$ cat src/rtl/swd_xfer_seq.sv
// SWD transfer sequencer: launches one DP/AP access on the bit engine, retries WAIT after back-off.
// Optional SWD_SEQ_STICKY_FAULT_EN: a FAULT ack blocks launches until a DP ABORT write is accepted.
module swd_xfer_seq #(
    parameter int RETRY_W = 8,
    parameter int BACKOFF = 16
) (
    input  logic               clk,
    input  logic               rst,
    input  logic [RETRY_W-1:0] retry_limit,
    input  logic               abort,
    input  logic               cmd_valid,
    output logic               cmd_ready,
    input  logic [1:0]         cmd_addr32,
    input  logic               cmd_rnw,
    input  logic               cmd_apndp,
    input  logic [31:0]        cmd_wdata,
    output logic [1:0]         eng_addr32,
    output logic               eng_rnw,
    output logic               eng_apndp,
    output logic [31:0]        eng_dwrite,
    output logic               eng_go,
    input  logic               eng_idle,
    input  logic [2:0]         eng_ack,
    input  logic [31:0]        eng_dread,
    input  logic               eng_perr,
    output logic               rsp_valid,
    input  logic               rsp_ready,
    output logic [2:0]         rsp_ack,
    output logic [31:0]        rsp_rdata,
    output logic               rsp_perr,
    output logic [RETRY_W-1:0] rsp_retries
);
    localparam int CNT_W = (BACKOFF > 1) ? $clog2(BACKOFF) : 1;
    localparam logic [2:0] ACK_OK   = 3'b001;
    localparam logic [2:0] ACK_WAIT = 3'b010;

    typedef enum logic [2:0] {S_IDLE, S_LAUNCH, S_BUSY, S_BACKOFF, S_DONE} state_t;

    state_t             state;
    state_t             state_next;
    logic [RETRY_W-1:0] left;
    logic [CNT_W-1:0]   bo_cnt;
    logic               busy_first;
    logic               accept;
    logic               complete;
    logic               retry;
    logic               go_next;
    logic               skip_launch;

    assign accept = cmd_valid && cmd_ready;

`ifdef SWD_SEQ_STICKY_FAULT_EN
    localparam logic [2:0] ACK_FAULT = 3'b100;
    logic sticky;
    logic dp_abort;

    assign dp_abort    = !cmd_rnw && !cmd_apndp && (cmd_addr32 == 2'd0);
    assign skip_launch = sticky && !dp_abort;

    always_ff @(posedge clk or posedge rst) begin
        if (rst)
            sticky <= 1'b0;
        else if (accept && dp_abort)
            sticky <= 1'b0;
        else if (complete && eng_ack == ACK_FAULT)
            sticky <= 1'b1;
    end
`else
    assign skip_launch = 1'b0;
`endif

    // eng_go is registered: it is decided from eng_idle one cycle ahead, and
    // the engine cannot leave idle without a go, so idle still holds when it fires.
    always_comb begin
        state_next = state;
        go_next    = 1'b0;
        complete   = 1'b0;
        retry      = 1'b0;
        case (state)
            S_IDLE: begin
                if (accept) begin
                    if (skip_launch) begin
                        state_next = S_DONE;
                    end else begin
                        state_next = S_LAUNCH;
                        go_next    = eng_idle;
                    end
                end
            end
            S_LAUNCH: begin
                if (eng_go)
                    state_next = S_BUSY;
                else
                    go_next = eng_idle;
            end
            S_BUSY: begin
                if (!busy_first && eng_idle) begin
                    complete = 1'b1;
                    if (eng_ack == ACK_WAIT && left != '0) begin
                        retry      = 1'b1;
                        state_next = S_BACKOFF;
                    end else begin
                        state_next = S_DONE;
                    end
                end
            end
            S_BACKOFF: begin
                if (abort) begin
                    state_next = S_DONE;
                end else if (bo_cnt == '0) begin
                    state_next = S_LAUNCH;
                    go_next    = eng_idle;
                end
            end
            S_DONE: begin
                if (rsp_ready)
                    state_next = S_IDLE;
            end
            default: state_next = S_IDLE;
        endcase
    end

    always_ff @(posedge clk or posedge rst) begin
        if (rst) begin
            state       <= S_IDLE;
            cmd_ready   <= 1'b1;
            rsp_valid   <= 1'b0;
            eng_go      <= 1'b0;
            busy_first  <= 1'b0;
            left        <= '0;
            bo_cnt      <= '0;
            eng_addr32  <= '0;
            eng_rnw     <= 1'b0;
            eng_apndp   <= 1'b0;
            eng_dwrite  <= '0;
            rsp_ack     <= '0;
            rsp_rdata   <= '0;
            rsp_perr    <= 1'b0;
            rsp_retries <= '0;
        end else begin
            state      <= state_next;
            cmd_ready  <= (state_next == S_IDLE);
            rsp_valid  <= (state_next == S_DONE);
            eng_go     <= go_next;
            busy_first <= (state == S_LAUNCH);

            if (accept) begin
                eng_addr32  <= cmd_addr32;
                eng_rnw     <= cmd_rnw;
                eng_apndp   <= cmd_apndp;
                eng_dwrite  <= cmd_wdata;
                left        <= retry_limit;
                rsp_retries <= '0;
                rsp_ack     <= skip_launch ? 3'b100 : 3'b000;
                rsp_rdata   <= '0;
                rsp_perr    <= 1'b0;
            end

            if (complete) begin
                rsp_ack   <= eng_ack;
                rsp_rdata <= (eng_rnw && eng_ack == ACK_OK) ? eng_dread : '0;
                rsp_perr  <= eng_perr && eng_rnw;
            end

            if (retry) begin
                left        <= left - RETRY_W'(1);
                rsp_retries <= rsp_retries + RETRY_W'(1);
                bo_cnt      <= CNT_W'(BACKOFF - 1);
            end else if (state == S_BACKOFF && bo_cnt != '0) begin
                bo_cnt <= bo_cnt - CNT_W'(1);
            end
        end
    end
endmodule

$ cat config.mk
export PLATFORM = sky130hd
export DESIGN_NAME = swd_xfer_seq
export DESIGN_NICKNAME = d
export VERILOG_FILES = /design/src/rtl/swd_xfer_seq.sv
export SDC_FILE = /design/constraint.sdc
export NUM_CORES = 1
export LEC_CHECK = 0
export ABC_AREA = 1
export CORE_ASPECT_RATIO = 0.75
export CORE_MARGIN = 4
export CORE_UTILIZATION = 44
export CTS_CLUSTER_DIAMETER = 30
export DETAILED_ROUTE_END_ITERATION = 8
export PLACE_DENSITY = 0.8
export SETUP_SLACK_MARGIN = 0.3
export SYNTH_ARGS = -nofsm -noshare
export SYNTH_HDL_FRONTEND = slang
export SYNTH_SLANG_ARGS = --single-unit
$ cat constraint.sdc
create_clock -name clk -period 3.8 [get_ports clk]
set_input_delay 0.76 -clock clk [delete_from_list [all_inputs] [get_ports clk]]
set_output_delay 0.76 -clock clk [all_outputs]
set_load 0.02 [all_outputs]
### Yosys cells after proc, flatten, opt, wreduce, memory -nomap -nowiden

Index checks and enable logic that the tools add are counted.

* muxes and demuxes: 31
* reduce and logical (&&, ||, !) cells: 15
* equal/unequal tests: 7
* add/sub/neg operators: 3

Operators with widths (number)
* 32-bit two-way mux: 3
* 8-bit two-way mux: 4
* 3-bit two-way mux: 9
* 3-bit one-hot mux with 5 select lines: 1
* 1-bit two-way mux: 11
* 3-bit by 2-bit equality test with 1-bit output (second input constant): 3
* 8-bit by 1-bit adder with 8-bit output (second input constant): 1
* 4-bit two-way mux: 2
* 8-bit nonzero test: 1
* 8-bit by 1-bit subtractor with 8-bit output (second input constant): 1
* 3-bit by 1-bit equality test with 1-bit output (second input constant): 2
* 3-bit equality test (second input constant): 2
* 1-bit logical AND: 6
* 3-bit logical NOT: 2
* 2-bit nonzero test: 3
* 4-bit logical NOT: 1
* 4-bit nonzero test: 1
* 4-bit by 1-bit subtractor with 4-bit output (second input constant): 1
* 1-bit one-hot mux with 3 select lines: 1
* 1-bit logical NOT: 1

* register bits: 99
* input bits: 86
* output and inout bits: 83
* logic and storage cells: 71

### Longest topological paths before layout

* word-level depth: 6
* depth in mapped cells: 11
* gate-level depth less buffers: 10

### Least setup slack after synthesis

Ideal clock, no wire load.

* kind: input-to-reg
* from: input eng_idle
* to: register left[0]
* setup slack: 2.168 ns
* data required time: 3.673 ns
* setup time: 0.127 ns
* arrival time: 1.505 ns
* cell stages on the path: 6
* buffers on the path: 1
* path through: nand2_1 nor2_8 nand3_4 buf_2 o211ai_1 o21ai_1

* longest elaborated chain between the ends: 4
* elaborated cells between the ends (all ways): 5
* classes of those cells: 3 x mux; 2 x reduce/logical

Ends and longest elaborated chain
* from (decl): line 22 `input logic eng_idle,`
* 1-bit logical AND (*): line 97 `if (!busy_first && eng_idle) begin`
* 1-bit two-way mux (*): line 97
* 1-bit two-way mux (*): line 79 `case (state)`
* 8-bit two-way mux / 2-bit nonzero test (equally long branches)
* to (signal assigned): line 152 `left <= retry_limit;`
* to (signal assigned): line 166 `left <= left - RETRY_W'(1);`
* to (decl): line 41 `logic [RETRY_W-1:0] left;`

Every way passes the cells marked *; elsewhere a longest branch is shown, timed or not.
A chain may end at the register's enable or synchronous reset.

### Worst setup path after layout

* from: input eng_idle
* to: register rsp_rdata[16]

* longest elaborated chain between the ends: 4
* elaborated cells between the ends (all ways): 5
* classes of those cells: 3 x mux; 2 x reduce/logical

Ends and longest elaborated chain
* 1-bit logical AND (*): line 97
* 1-bit two-way mux (*): line 97
* 1-bit two-way mux (*): line 79
* 32-bit two-way mux / 2-bit nonzero test (equally long branches)
* to (signal assigned): line 161 `rsp_rdata <= (eng_rnw && eng_ack == ACK_OK) ? eng_dread : '0;`
* to (decl): line 29 `output logic [31:0] rsp_rdata,`

Marked as above.

==> results.yml <==
outcome:
  status: "finished, final reports clean"
sta:
  hold_slack_ps: 454
  drv_slew: 0
  rsz0062_at_grt: "false"
  worst_pin_slew_ps: 828
  setup_viol: 0
  min_period_ps: 2280
  fin_setup_tns_ps: 0
  fin_crit_sh_pct: 60.1
  setup_slack_ps: 1520
  maxSlewHeadroom_pct: 44.8
  fin_skew_ps: 8.49
  max_freq_mhz: 438
  hold_violations: 0
pwr:
  irDropWorstVdd_uv: 401
  p_leak_uw: 0.00314
  powerDensity_nw_per_um2: 634
clock_network:
  clockBufferDepth: 2
  ctsHoldBuffers: 0
  clk_pin_slew_ps: 70
  cts_tree: "yes"
  cts-root-buf: "clkbuf_16"
  h-tree-depth: 3
  worstSkewPairLatency_ps: 340
  cts.sinks: 99
  post-cts-setup-buffer-count: 0
  cts_inserted_buffers: 9
  post_cts_resized: 0
worst_setup_path:
  cp_slowest_cell: "clkdlybuf4s50_1"
  crit_chain: "clkdlybuf4s50_1, nand2_1, nor2_8, nand3_2, o21ai_0"
  end_kind: "flip-flop"
  worstPathArrival_ps: 2510
  crit_fanout: 32
  cpPeakStageDelay_ps: 500
  crit_required_ps: 4030
  crit_type: "input pin to flip-flop"
  worst_setup_path_start_kind: "input pin"
synth:
  netlist_area_sq_um: 4380
  yosysWarningCount: 0
  synth_fp_nets: 606
  synth_cell_types: 30
  postSynthCellCount: 517
  seq_area_frac_synth_pct: 56.6
  avgSynthCellArea_sq_um: 8.46
  synth-seq-cells: 99
placement:
  dp_slack_ps: 1140
  dpl.hpwl_mm: 8.47
  place_area_sq_um: 6140
  io_buffers: 168
  dp_cells: 799
  gp_congestion: 0.870
route:
  drc: 0
  routed_wl_mm: 11.7
  drt-initial-drc-count: 153
  drtPass1Iterations: 4
  routedWlPerCell_um: 14.4
  vias: 3981
  vias_per_cell: 4.88
  detail-route-antenna-nets: 0
floorplan:
  rows: 31
  fp.dieArea_sq_um: 11600
  die_w_um: 123
  initial_core_util_pct: 45.1
  die_height_um: 94.4
  placeableCoreArea_sq_um: 9700
  ioPinCount: 169
global_route:
  overflow: 0
  gr-usage-all-layers_pct: 20.8
  grt_pass1_wl_mm: 19.2
  grt_max_degree: 77
  grt_pass1_vias: 3991
  antenna_found_initial: 0
layout:
  diodes: 0
  layout-drive-gt1-share_pct: 5.42
  fin_area_sq_um: 6450
  seqCellArea_sq_um: 2480
  multi_input_area_sq_um: 1520
  syn_to_final_growth_pct: 47.3
  final_cells: 815
  nets: 767
  fill_cells: 763
hold_path:
  min_path_type: "flip-flop to flip-flop"
job:
  maxCapViolCount: 0
==> path summary, 6_finish.rpt <==
path | start | endpoint | slack (ps) | cells past startpoint
worst max-delay path | eng_idle | rsp_rdata[16] | 1520 | 5
worst min-delay path | left[0] | left[0] | 450 | 1
worst max register to register | state[0] | rsp_rdata[16] | 1950 | 5
worst min register to register | left[0] | left[0] | 450 | 1
max in group asynchronous | rst | rsp_rdata[27] | 2240 | 3
min in group asynchronous | rst | eng_dwrite[29] | 850 | 2
==> area by class of cell <==
class / count / share of cell area [%]
Timing Repair Buffer: 171 / 26.6
Sequential cell: 99 / 38.5
Inverter: 70 / 4.11
Tap cell: 132 / 2.56
Multi-Input combinational cell: 327 / 23.5
Clock inverter: 6 / 1.01
Clock buffer: 10 / 3.71
==> metrics by stage <==
stage                     utilization [%]  total power, uW
after CTS                            66.5             4120
final                                66.5             4090
after detailed placement             63.3             3170
after global placement               63.3             3130
after floorplan                         -             2440
after global routing                 66.5             4370
==> routing by layer <==
metal,track usage (%),wire (um),vias to the layer above
li1,-,-,1944
met1,24.4,4650,1863
met2,33.9,5590,160
met3,10.3,1310,14
met4,5.81,183,0
met5,0,0,-
==> placed cells by master (no fill, tap or decap), drive strengths merged, types with 2 or more instances in the layout <==
master	synthesis	routed
nand2	175	175
clkdlybuf4s50	0	168
dfrtp	98	98
inv	69	69
nand3	61	61
o21ai	54	54
nor2	13	13
clkbuf	4	10
nor3	6	6
clkinv	1	5
xor2	4	4
o211ai	3	3
ha	3	3
buf	17	3
nand4	2	2
o22ai	2	2
==> synthesized netlist by cell type <==
cell	instances	area share, %
nand2_1	171	15
dfrtp_1	98	56
inv_1	62	5.3
nand3_1	58	6.6
o21ai_1	37	4.2
o21ai_0	16	1.8
nor2_1	12	1.0
buf_2	7	0.80
inv_2	7	0.60
buf_1	6	0.51
nor3_1	6	0.69
buf_6	4	1.0
clkbuf_1	4	0.34
xor2_1	4	0.80
ha_1	3	0.86
nand2_2	3	0.43
o211ai_1	3	0.51
nand3_2	2	0.46
nand4_1	2	0.29
o22ai_1	2	0.29
a21oi_1	1	0.11
clkinv_1	1	0.086
dfstp_2	1	0.60
nand2_4	1	0.26
nand3_4	1	0.40
nor2_8	1	0.46
nor4_1	1	0.14
o21a_1	1	0.17
o21ai_2	1	0.20
xnor2_1	1	0.20
==> sequential cells by signal, indices dropped and copies added, names as in the netlist, 2 cells and up <==
register,cells
eng_addr32,2
state,3
rsp_retries,8
rsp_rdata,32
bo_cnt,4
eng_dwrite,32
left,8
rsp_ack,3
==> power by group <==
| group | switching, uW | total (uW) | internal [uW] |
|---|---|---|---|
| registers | 197 | 1550 | 1360 |
| clock network | 393 | 921 | 528 |
| logic | 927 | 1610 | 685 |
==> worst max-delay path: cells and delay by family <==
kind            cells  cell delay [ps]
buf+inv             1              500
compound gates      1              380
simple gates        3              860
==> cell families after synthesis <==
kind of cell / count (synthesis) / synth area share, %
adders and majority gates: 3 / 0.858
xor gates and xnor gates: 5 / 1.00
and+or+nand+nor: 258 / 25.5
buffers and inverters: 91 / 8.69
AOI/OAI and AO/OA: 61 / 7.35
DFF: 99 / 56.6
(Power assumes the default switching activity.)
